### config.mk
export PLATFORM = sky130hd
export DESIGN_NAME = fpr_wb_arbiter
export DESIGN_NICKNAME = d
export VERILOG_FILES = /design/src/rtl/fpr_wb_arbiter.sv
export SDC_FILE = /design/constraint.sdc
export NUM_CORES = 1
export LEC_CHECK = 0
export BUFFER_PORTS_ARGS = -buffer_cell sky130_fd_sc_hd__buf_2
export CAP_MARGIN = 20
export CORE_MARGIN = 5
export CORE_UTILIZATION = 49
export DETAILED_ROUTE_END_ITERATION = 8
export GPL_TIMING_DRIVEN = 0
export PLACE_DENSITY = 0.87
export SETUP_SLACK_MARGIN = 0.02
export SYNTH_ARGS = -nofsm -noshare
export SYNTH_HDL_FRONTEND = slang
export SYNTH_SLANG_ARGS = --single-unit
### constraint.sdc
create_clock -name clk -period 6.8 [get_ports clk]
set_input_delay 0.68 -clock clk [delete_from_list [all_inputs] [get_ports clk]]
set_output_delay 0.68 -clock clk [all_outputs]
set_load 0.01 [all_outputs]
### src/rtl/fpr_wb_arbiter.sv
// Writeback arbiter for the FPR single write port: grants one of NREQ requesters and
// sequences double-precision pairs as two writes. Define FPR_WB_FIXED_PRI_EN for fixed priority.
module fpr_wb_arbiter #(
  parameter int NREQ = 3,
  parameter int DW   = 32,
  parameter int AW   = 5
) (
  input  logic                 clk,
  input  logic                 reset,
  input  logic [NREQ-1:0]      req,
  input  logic [NREQ-1:0]      dbl,
  input  logic [NREQ*AW-1:0]   wr_addr,
  input  logic [NREQ*DW-1:0]   wr_data_lo,
  input  logic [NREQ*DW-1:0]   wr_data_hi,
  output logic [NREQ-1:0]      gnt,
  output logic                 regWr,
  output logic [AW-1:0]        Rw,
  output logic [DW-1:0]        busW,
  output logic                 busy
);

  localparam int PW = (NREQ > 1) ? $clog2(NREQ) : 1;

  localparam logic [1:0] IDLE  = 2'd0;
  localparam logic [1:0] WR_LO = 2'd1;
  localparam logic [1:0] WR_HI = 2'd2;

  logic [1:0]    state_q, state_d;
  logic          regwr_q, regwr_d;
  logic [AW-1:0] rw_q, rw_d;
  logic [DW-1:0] busw_q, busw_d;
  logic          busy_q, busy_d;
  logic          dbl_q, dbl_d;
  logic [DW-1:0] hi_q, hi_d;
  logic [AW-1:0] addr_q, addr_d;

  logic [PW-1:0] base;
  logic [PW:0]   idx;
  logic          found;
  logic          window;
  logic          accept;

  logic          sel_dbl;
  logic [AW-1:0] sel_addr;
  logic [DW-1:0] sel_lo;
  logic [DW-1:0] sel_hi;

`ifdef FPR_WB_FIXED_PRI_EN
  assign base = '0;
`else
  logic [PW-1:0] ptr_q, ptr_d;

  // Pointer moves just past the winner so it becomes lowest priority next time.
  always_comb begin
    ptr_d = ptr_q;
    for (int k = 0; k < NREQ; k++) begin
      if (gnt[k]) ptr_d = PW'((k + 1) % NREQ);
    end
  end

  always_ff @(posedge clk) begin
    if (reset) ptr_q <= '0;
    else       ptr_q <= ptr_d;
  end

  assign base = ptr_q;
`endif

  // The next cycle is free unless the low half of a pair is being written now.
  assign window = (state_q == IDLE) || (state_q == WR_HI) ||
                  ((state_q == WR_LO) && !dbl_q);

  always_comb begin
    gnt   = '0;
    found = 1'b0;
    idx   = '0;
    if (!reset && window) begin
      for (int j = 0; j < NREQ; j++) begin
        idx = {1'b0, base} + (PW+1)'(j);
        if (idx >= (PW+1)'(NREQ)) idx = idx - (PW+1)'(NREQ);
        if (!found && req[idx[PW-1:0]]) begin
          gnt[idx[PW-1:0]] = 1'b1;
          found            = 1'b1;
        end
      end
    end
  end

  assign accept = |gnt;

  always_comb begin
    sel_dbl  = 1'b0;
    sel_addr = '0;
    sel_lo   = '0;
    sel_hi   = '0;
    for (int k = 0; k < NREQ; k++) begin
      if (gnt[k]) begin
        sel_dbl  = dbl[k];
        sel_addr = wr_addr[k*AW +: AW];
        sel_lo   = wr_data_lo[k*DW +: DW];
        sel_hi   = wr_data_hi[k*DW +: DW];
      end
    end
  end

  always_comb begin
    state_d = state_q;
    regwr_d = regwr_q;
    rw_d    = rw_q;
    busw_d  = busw_q;
    dbl_d   = dbl_q;
    hi_d    = hi_q;
    addr_d  = addr_q;
    if (accept) begin
      state_d = WR_LO;
      regwr_d = 1'b1;
      busw_d  = sel_lo;
      rw_d    = sel_dbl ? {sel_addr[AW-1:1], 1'b0} : sel_addr;
      dbl_d   = sel_dbl;
      hi_d    = sel_hi;
      addr_d  = sel_addr;
    end else begin
      case (state_q)
        WR_LO: begin
          if (dbl_q) begin
            state_d = WR_HI;
            regwr_d = 1'b1;
            rw_d    = {addr_q[AW-1:1], 1'b1};
            busw_d  = hi_q;
            dbl_d   = 1'b0;
          end else begin
            state_d = IDLE;
            regwr_d = 1'b0;
          end
        end
        default: begin
          state_d = IDLE;
          regwr_d = 1'b0;
        end
      endcase
    end
    busy_d = (state_d != IDLE);
  end

  always_ff @(posedge clk) begin
    if (reset) begin
      state_q <= IDLE;
      regwr_q <= 1'b0;
      rw_q    <= '0;
      busw_q  <= '0;
      busy_q  <= 1'b0;
      dbl_q   <= 1'b0;
    end else begin
      state_q <= state_d;
      regwr_q <= regwr_d;
      rw_q    <= rw_d;
      busw_q  <= busw_d;
      busy_q  <= busy_d;
      dbl_q   <= dbl_d;
    end
  end

  // Pair payload is only consumed after dbl_q is set, so it needs no reset.
  always_ff @(posedge clk) begin
    hi_q   <= hi_d;
    addr_q <= addr_d;
  end

  assign regWr = regwr_q;
  assign Rw    = rw_q;
  assign busW  = busw_q;
  assign busy  = busy_q;

endmodule
==> results.py <==
metrics = {
    "cells_and_area": {
        "nFillCells": 791,
        "post-route-cell-area_um2": 6390,
        "n_antenna_cell": 0,
        "num-nets-final": 1054,
        "area_growth_pct": 35.3,
        "drive_gt1_share_pct": 40.0,
    },
    "synth": {
        "yosysMostFrequentCell": "nand2_1",
        "synth_seq_cells": 79,
        "synthTopCellsByArea": "edfxtp_1 23%, dfxtp_1 18%, nand2_1 7.0%",
        "synth_flop_cell": "dfxtp_1",
        "synth_fp_nets": 787,
        "ys_types": 54,
        "synth_edf_count": 36,
        "netlist_area_um2": 4730,
        "yosysSeqAreaShare_pct": 41.1,
        "synth_top_area_share_pct": 22.9,
        "synth_top_area_cell": "edfxtp_1",
        "synthArstFlopShare_pct": 0,
        "ys_warn_count": 0,
        "synth_common_cells": "88 x nand2_1, 83 x nor2_1, 58 x nand3_1",
        "synthCells": 568,
        "syn_avg_cell_area_um2": 8.32,
    },
    "min_path": {
        "hold_path_class": "flop to flop",
        "hold_path_depth": 2,
        "min-delay-start": "busW[27]$_SDFFE_PP0P_",
        "min_to": "busW[27]$_SDFFE_PP0P_",
    },
    "placed_design": {
        "dp_hpwl_um": 14800,
        "place.gp.congestion": 0.902,
        "place_area_um2": 6190,
        "portBuffers": 255,
    },
    "worst_setup_path": {
        "slowest_stage": "mux2i_1",
        "rr_worst_depth": 12,
        "path_cells": "inv_1 -> ha_1 -> mux2i_1 -> nor2_1 -> nor3_2 -> o21ai_4 -> inv_2 -> buf_2 -> clkbuf_1 -> buf_2",
        "cp_max_fo": 10,
        "cpMostUsedCell": "buf_2",
        "crit_path_start_kind": "flop",
        "worstSetupPathType": "flop to output port",
        "reg2reg_from": "base[0]$_SDFFE_PP0N_",
        "slowest_delay_ps": 360,
        "r2r_slack_ps": 3150,
        "critical_path_arrival_ps": 3160,
        "worst_ep_required_time_ps": 6120,
        "timing.rr.end": "Rw[1]$_SDFFE_PP0P_",
        "end_kind": "output port",
    },
    "global_route": {
        "grt_pass1_vias": 5469,
        "grt_usage_pct": 30.7,
        "grt_pass1_wl_um": 27700,
        "antenna_found_initial": 0,
        "grt_max_degree": 25,
        "overflow": 0,
    },
    "floorplan": {
        "coreArea_um2": 9330,
        "ioPinCount": 257,
        "fp.dieW_um": 108,
        "die_area_um2": 11700,
        "num_rows": 35,
        "start_util_pct": 50.7,
        "fp.dieH_um": 108,
    },
    "power_and_ir_drop": {
        "peakVddDrop_mv": 0.170,
        "powerDensity_nw_per_um2": 341,
        "p_leak_nw": 2.77,
    },
    "run_status": {
        "status": "complete, no violations",
    },
    "sta": {
        "tns_ps": 0,
        "finalCritPeriodShare_pct": 56.5,
        "slew_violations": 0,
        "fmax_mhz": 260,
        "slew_headroom_pct": 27.1,
        "hold_viol": 0,
        "rsz0062_at_grt": "no",
        "fin_crit_ps": 3840,
        "worst_pin_slew_ps": 1090,
        "finalSetupViolCount": 0,
        "finClkSkew_ps": 11.9,
    },
    "routing": {
        "wl_um": 18600,
        "antenna_left": 0,
        "vias": 5640,
        "drc_errors": 0,
        "wl_per_cell_um": 19.1,
        "viasPerCell": 5.82,
        "drtIter0Drc": 419,
        "drt_pass1_iterations": 6,
    },
    "cts": {
        "clk_path_buf_depth": 2,
        "path_clk_slew_ps": 80,
        "cts_made_buffers": 9,
        "cts_hold_buf": 0,
        "root_buffer": "clkbuf_8",
        "postCtsSetupRepairBufs": 0,
        "clkSinkCount": 79,
        "worstSkewPairLatency_ps": 350,
        "h-tree-depth": 3,
        "cts_tree": "built",
        "postCtsResizedCells": 0,
    },
    "run": {
        "cap_violations": 0,
    },
}
## cell families (layout without fill, tap and decap cells)
family | count (synthesis) | in the layout | synth area share (%)
AND/OR/NAND/NOR | 255 | 255 | 23.7
AO/OA/AOI/OAI | 168 | 168 | 28.2
flip-flops | 79 | 79 | 41.1
multiplexers | 1 | 1 | 0.212
adder cells (fa/ha/maj) | 4 | 4 | 1.06
buffers and inverters | 61 | 333 | 5.80
## registers in the layout, summed over array words and instances (netlist names)
| register | flops |
|---|---|
| addr_q | 4 |
| hi_q | 32 |
| busW | 32 |
| Rw | 5 |
| regWr | 1 |
| state_q | 2 |
| dbl_q | 1 |
| base | 2 |
## area by class of cell
class                   count  area [µm²]  share of cell area (%)
clock inverters             7        78.8                    1.23
inverters                  10        37.5                   0.587
flip-flops and latches     79        1940                    30.4
repair buffers            256        1300                    20.4
well taps                 129         161                    2.52
clock buffers               9         124                    1.94
plain buffers              51         236                    3.70
multi-input cells         428        2510                    39.3
## placed cells by master, fill, tap and decap left out, types with 7 or more instances in the layout
cell | Yosys | layout
nor2b_1 | 7 | 7
nand2_1 | 88 | 88
inv_1 | 7 | 7
o21ai_0 | 9 | 9
o21ai_1 | 23 | 23
a21oi_1 | 13 | 13
clkbuf_8 | 0 | 9
a311oi_2 | 9 | 9
edfxtp_1 | 36 | 36
a31oi_1 | 41 | 41
buf_2 | 15 | 270
nand3_1 | 58 | 58
nor2_1 | 83 | 83
dfxtp_1 | 43 | 43
a31o_2 | 13 | 13
buf_1 | 12 | 12
a32o_1 | 14 | 14
a211oi_2 | 14 | 14
clkbuf_1 | 20 | 20
## per-layer routing
| layer | global-route usage, % | part of all wire [%] | up-vias |
|---|---|---|---|
| li1 | - | - | 2629 |
| met1 | 38.7 | 39 | 2596 |
| met4 | 12.7 | 4.0 | 0 |
| met3 | 5.61 | 9.5 | 58 |
| met2 | 52.0 | 48 | 357 |
| met5 | 0 | 0 | - |
## stage by stage
step	util (%)	std cells	hold WS (ps)	total power, W	setup WS [ps]
after detailed placement	66.4	953	488	0.00181	3180
after global placement	66.1	952	483	0.00176	3110
after CTS	68.6	969	501	0.00217	3000
after floorplan	-	568	477	0.00143	3820
final	68.6	969	500	0.00218	2960
after global routing	68.6	969	525	0.00231	2790
## critical path: cells and delay by family (launching register included)
kind | cells | cell delay, ps
fa+ha+maj | 1 | 260
flops | 1 | 340
mux | 1 | 360
simple gates | 2 | 470
compound gates | 1 | 170
buf+inv | 5 | 1210
## report_power, final
part	switching, W	internal, W	total [W]
Clock	0.000186	0.000174	0.000360
Combinational	0.000620	0.000405	0.00102
Sequential	0.0000864	0.000711	0.000797
## worst max-delay path by stage
stage	cells after the start	to	from	slack (ps)
floorplan	11	Rw[1]$_SDFFE_PP0P_	base[0]$_SDFFE_PP0N_	3820
global placement	10	Rw[4]$_SDFFE_PP0P_	req[2]	3110
detailed placement	11	Rw[1]$_SDFFE_PP0P_	req[2]	3180
CTS	10	gnt[1]	base[0]$_SDFFE_PP0N_	3000
global route	10	gnt[1]	base[0]$_SDFFE_PP0N_	2790
finish	10	gnt[1]	base[0]$_SDFFE_PP0N_	2960
(Power assumes the default switching activity.)
